File: src/rtl/addsub_pkg.sv
// Shared constants and geometry helpers for the pipelined add/sub stream.
// Stage count and latency are derived here so top and bench agree.
package addsub_pkg;

  localparam logic OP_ADD = 1'b0;
  localparam logic OP_SUB = 1'b1;

  function automatic int nstage(
    input int width,
    input int block
  );
    return (width + block - 1) / block;
  endfunction

  function automatic int lat(
    input int ns,
    input int reg_in,
    input int reg_out
  );
    return ns - 1 + reg_in + reg_out;
  endfunction

endpackage

File: src/rtl/addsub_slice_stage.sv
// One carry-chain slice: adds bits [LO +: SW] of the travelling words,
// optionally registering the merged word, carry, MSB carry and valid.
module addsub_slice_stage #(
  parameter int WIDTH = 16,
  parameter int LO    = 0,
  parameter int SW    = 4,
  parameter bit REG   = 1'b1
) (
  input  logic             clk,
  input  logic             rst,
  input  logic             i_en,
  input  logic             i_valid,
  input  logic [WIDTH-1:0] i_x,
  input  logic [WIDTH-1:0] i_y,
  input  logic             i_c,
  output logic             o_valid,
  output logic [WIDTH-1:0] o_x,
  output logic [WIDTH-1:0] o_y,
  output logic             o_c,
  output logic             o_cmsb
);

  logic [SW:0]      w_add;
  logic [SW-1:0]    w_s;
  logic [WIDTH-1:0] w_x;
  logic [WIDTH-1:0] w_y;
  logic             w_cmsb;

  assign w_add = {1'b0, i_x[LO +: SW]}
               + {1'b0, i_y[LO +: SW]}
               + {{SW{1'b0}}, i_c};
  assign w_s   = w_add[SW-1:0];

  // carry into the slice MSB recovered from its sum bit
  assign w_cmsb = i_x[LO+SW-1]
                ^ i_y[LO+SW-1]
                ^ w_s[SW-1];

  // x carries sum below/at this slice, operand A above
  always_comb begin
    w_x = i_x;
    w_x[LO +: SW] = w_s;
    w_y = i_y;
    w_y[LO +: SW] = '0;
  end

  generate
    if (REG) begin : g_reg
      logic             r_v;
      logic             r_c;
      logic             r_m;
      logic [WIDTH-1:0] r_x;
      logic [WIDTH-1:0] r_y;

      always_ff @(posedge clk) begin
        if (rst) begin
          r_v <= 1'b0;
          r_c <= 1'b0;
          r_m <= 1'b0;
          r_x <= '0;
          r_y <= '0;
        end else if (i_en) begin
          r_v <= i_valid;
          r_c <= w_add[SW];
          r_m <= w_cmsb;
          r_x <= w_x;
          r_y <= w_y;
        end
      end

      assign o_valid = r_v;
      assign o_c     = r_c;
      assign o_cmsb  = r_m;
      assign o_x     = r_x;
      assign o_y     = r_y;
    end else begin : g_comb
      assign o_valid = i_valid;
      assign o_c     = w_add[SW];
      assign o_cmsb  = w_cmsb;
      assign o_x     = w_x;
      assign o_y     = w_y;
    end
  endgenerate

endmodule

File: src/rtl/pipelined_addsub_stream.sv
// Block-carry pipelined add/sub with valid/ready backpressure.
// One global enable stalls every register while the output is held.
module pipelined_addsub_stream
  import addsub_pkg::*;
#(
  parameter int WIDTH   = 16,
  parameter int BLOCK   = 4,
  parameter int REG_IN  = 1,
  parameter int REG_OUT = 1
) (
  input  logic             clk,
  input  logic             rst,
  input  logic             in_valid,
  output logic             in_ready,
  input  logic [WIDTH-1:0] a,
  input  logic [WIDTH-1:0] b,
  input  logic             cin,
  input  logic             op,
  output logic             out_valid,
  input  logic             out_ready,
  output logic [WIDTH-1:0] sum,
  output logic             cout,
  output logic             ovf
);

  localparam int NSTAGE = nstage(WIDTH, BLOCK);
  localparam int LAT    = lat(NSTAGE, REG_IN, REG_OUT);

  generate
    if (LAT < 1 || BLOCK < 1 || BLOCK > WIDTH) begin : g_bad
      $error("pipelined_addsub_stream: illegal geometry LAT=%0d", LAT);
    end
  endgenerate

  logic             w_en;
  logic             w_iv;
  logic             w_cx;
  logic [WIDTH-1:0] w_bx;
  logic [WIDTH-1:0] w_x [NSTAGE+1];
  logic [WIDTH-1:0] w_y [NSTAGE+1];
  logic             w_c [NSTAGE+1];
  logic             w_v [NSTAGE+1];
  logic             w_m [NSTAGE];

  assign w_en     = ~out_valid | out_ready;
  assign in_ready = w_en & ~rst;
  assign w_iv     = in_valid & in_ready;

  // subtract folds into add: a + ~b + ~cin
  assign w_bx = (op == OP_ADD) ? b : ~b;
  assign w_cx = (op == OP_SUB) ? ~cin : cin;

  generate
    if (REG_IN != 0) begin : g_in
      logic             r_v;
      logic             r_c;
      logic [WIDTH-1:0] r_a;
      logic [WIDTH-1:0] r_b;

      always_ff @(posedge clk) begin
        if (rst) begin
          r_v <= 1'b0;
          r_c <= 1'b0;
          r_a <= '0;
          r_b <= '0;
        end else if (w_en) begin
          r_v <= w_iv;
          r_c <= w_cx;
          r_a <= a;
          r_b <= w_bx;
        end
      end

      assign w_v[0] = r_v;
      assign w_c[0] = r_c;
      assign w_x[0] = r_a;
      assign w_y[0] = r_b;
    end else begin : g_noin
      assign w_v[0] = w_iv;
      assign w_c[0] = w_cx;
      assign w_x[0] = a;
      assign w_y[0] = w_bx;
    end
  endgenerate

  // last slice's register doubles as the output boundary register
  genvar s;
  generate
    for (s = 0; s < NSTAGE; s++) begin : g_st
      localparam int LO = s * BLOCK;
      localparam int SW = (s == NSTAGE-1) ? WIDTH - LO : BLOCK;
      localparam bit RG = (s == NSTAGE-1) ? (REG_OUT != 0) : 1'b1;

      addsub_slice_stage #(
        .WIDTH (WIDTH),
        .LO    (LO),
        .SW    (SW),
        .REG   (RG)
      ) u_st (
        .clk     (clk),
        .rst     (rst),
        .i_en    (w_en),
        .i_valid (w_v[s]),
        .i_x     (w_x[s]),
        .i_y     (w_y[s]),
        .i_c     (w_c[s]),
        .o_valid (w_v[s+1]),
        .o_x     (w_x[s+1]),
        .o_y     (w_y[s+1]),
        .o_c     (w_c[s+1]),
        .o_cmsb  (w_m[s])
      );
    end
  endgenerate

  assign out_valid = w_v[NSTAGE];
  assign sum       = w_x[NSTAGE];
  assign cout      = w_c[NSTAGE];
  assign ovf       = w_c[NSTAGE] ^ w_m[NSTAGE-1];

endmodule
File: config.mk
export PLATFORM = sky130hd
export DESIGN_NAME = pipelined_addsub_stream
export DESIGN_NICKNAME = d
export VERILOG_FILES = /design/src/rtl/addsub_pkg.sv /design/src/rtl/addsub_slice_stage.sv /design/src/rtl/pipelined_addsub_stream.sv
export SDC_FILE = /design/constraint.sdc
export NUM_CORES = 1
export LEC_CHECK = 0
export CORE_ASPECT_RATIO = 1.5
export CORE_MARGIN = 3
export CORE_UTILIZATION = 31
export CTS_BUF_LIST = sky130_fd_sc_hd__clkbuf_4
export DETAILED_ROUTE_END_ITERATION = 16
export GPL_TIMING_DRIVEN = 0
export HOLD_SLACK_MARGIN = 0.15
export PLACE_DENSITY = 0.58
export SYNTH_ARGS = -nofsm -noshare
export SYNTH_HDL_FRONTEND = slang
export SYNTH_HIERARCHICAL = 1
export SYNTH_SLANG_ARGS = --single-unit
File: constraint.sdc
create_clock -name clk -period 2.1 [get_ports clk]
set_input_delay 0.315 -clock clk [delete_from_list [all_inputs] [get_ports clk]]
set_output_delay 0.315 -clock clk [all_outputs]
set_load 0.01 [all_outputs]
==> flow_metrics.env <==
export IMPL_die_h_um=169
export IMPL_synthesis_area_um2=5480
export IMPL_ir_worst_vdd_uv=279
export IMPL_wirelength_mm=11.8
export IMPL_worstSetupEndpointType="output port"
export IMPL_rsz0062_at_grt="false"
export IMPL_drive_gt1_share_pct=11.7
export IMPL_max_clock_freq_ghz=0.521
export IMPL_io_buffers=55
export IMPL_dieArea_um2=19300
export IMPL_std_cell_rows=58
export IMPL_min_period_ns=1.92
export IMPL_viasPerCell=4.60
export IMPL_relSlewSlack_pct=62.0
export IMPL_status="complete, no violations"
export IMPL_drc=0
export IMPL_dr_first_iter_drc_count=120
export IMPL_synth_fp_nets=609
export IMPL_dpl_hpwl_mm=9.32
export IMPL_grt_pass1_wl_mm=20.1
export IMPL_die_x_um=115
export IMPL_track_usage_pct=13.1
export IMPL_hold_class="input pin to flip-flop"
export IMPL_cts_tree="built"
export IMPL_multi_input_area_um2=2480
export IMPL_tightest_slew_ns=0.570
export IMPL_cts_buffers=17
export IMPL_overflow=0
export IMPL_p_total_mw=4.82
export IMPL_grt_pass1_vias=4013
export IMPL_power_density_nw_per_um2=728
export IMPL_htreeDepth=4
export IMPL_fillers=1697
export IMPL_final_antenna_net_count=0
export IMPL_start_kind="flip-flop"
export IMPL_leakage_nw=3.21
export IMPL_antenna_found_initial=1
export IMPL_holdWs_ns=0.204
export IMPL_vias=3918
export IMPL_finalCritPeriodShare_pct=91.5
export IMPL_ioPinCount=58
export IMPL_worstPathRequired_ns=1.78
export IMPL_fin_worst_skew_ns=0.0128
export IMPL_final_max_slew_viol_count=0
export IMPL_ys_warn_count=6
export IMPL_post_place_ws_ns=-0.116
export IMPL_avgSynthCellArea_um2=9.95
export IMPL_fin_ws_ns=0.179
export IMPL_clkLatencyLatePin_ns=0.52
export IMPL_setup_viol=0
export IMPL_clock_sinks=131
export IMPL_cap_violations=0
export IMPL_core_um2=17100
export IMPL_grt_max_degree=20
export IMPL_crit_type="flip-flop to output port"
export IMPL_dr_pass1_iters=4
export IMPL_post_drt_wl_per_cell_um=13.8
export IMPL_cp_arrival_ns=1.61
export IMPL_critPathMaxFanout=19
export IMPL_regArea_um2=2620
export IMPL_cts_root_buf="clkbuf_4"
export IMPL_gp_congestion=0.764
export IMPL_area_growth_pct=20.8
export IMPL_hold_viol=0
export IMPL_fin_util_pct=38.8
export IMPL_path_clk_slew_ns=0.11
export IMPL_clk_path_buf_depth=2
export IMPL_start_util_pct=32.1
export IMPL_finalNetCount=686
export IMPL_syn_inst=551
-- stage by stage --
| stage | instance area [um2] | TNS [ns] | cells |
|---|---|---|---|
| 2_1_floorplan | 5480 | 0 | 551 |
| 3_3_place_gp | 6290 | -1.99 | 816 |
| 3_5_place_dp | 6290 | -3.11 | 816 |
| 4_1_cts | 6620 | 0 | 851 |
| 5_1_grt | 6620 | 0 | 852 |
| 6_report | 6620 | 0 | 852 |
-- power by group --
group / internal [mW] / total [mW] / switching [mW]
combinational: 0.231 / 0.426 / 0.195
clock: 0.829 / 1.70 / 0.876
sequential: 2.61 / 2.68 / 0.0779
-- layout make-up --
type / instances / share of cell area (%)
Sequential cell: 131 / 39.6
Multi-Input combinational cell: 351 / 37.5
Timing Repair Buffer: 59 / 8.91
Buffer: 43 / 4.22
Tap cell: 210 / 3.97
Clock buffer: 19 / 2.16
Clock inverter: 13 / 2.14
Inverter: 25 / 1.49
Antenna cell: 1 / 0.0378
-- flip-flops by register name, indices dropped and copies added, names as in the netlist --
register / cells
g_st.u_st/o_cmsb: 1
g_st.u_st/o_x: 64
g_st.u_st/o_y: 24
g_in.r_b: 16
g_in.r_v: 1
g_st.u_st/o_valid: 4
g_st.u_st/o_c: 4
g_in.r_a: 16
g_in.r_c: 1
-- path summary, 6_finish.rpt --
check	startpoint	endpoint	slack (ns)	cells after the start
max	g_st[3].u_st/o_valid	in_ready	0.18	4
min	rst	g_st[2].u_st/o_x[11]	0.20	2
min reg2reg	g_in.r_a[15]	g_in.r_a[15]	0.46	2
max reg2reg	g_st[3].u_st/o_valid	g_st[0].u_st/o_y[8]	0.30	8
-- worst max-delay path: stages, from the launching register on --
cell and delay [ns]:
dfxtp_1 0.37, nor2b_4 0.17, buf_8 0.18, nor2_1 0.06, dlygate4sd2_1 0.30
-- cells in the final DEF, fill, tap and decap left out, types with 5 or more instances in the layout --
master	count
buf_4	12
clkbuf_1	13
ha_1	12
mux2i_1	84
inv_1	24
a211oi_2	15
buf_2	9
nor2_1	111
dfxtp_1	131
nand3_1	8
xnor2_1	21
nand2_1	42
clkdlybuf4s50_1	54
a311oi_1	5
a21oi_1	21
clkinv_2	5
a211oi_1	6
clkbuf_4	19
fa_1	8
buf_6	5
-- repair_timing --
action                                  CTS  global route
endpoints found under the setup margin    1             0
hold endpoints to repair                 10             0
hold buffers                              4             0
setup buffers                             0             0
resized for setup                         2             0
-- per-layer routing --
| layer | vias to the layer above | wire length (um) | global-route usage (%) |
|---|---|---|---|
| li1 | 1994 | - | - |
| met1 | 1832 | 4680 | 13.8 |
| met2 | 72 | 6430 | 24.3 |
| met3 | 20 | 360 | 3.15 |
| met4 | 0 | 287 | 5.63 |
| met5 | - | 0 | 0 |
(Power assumes the default switching activity.)
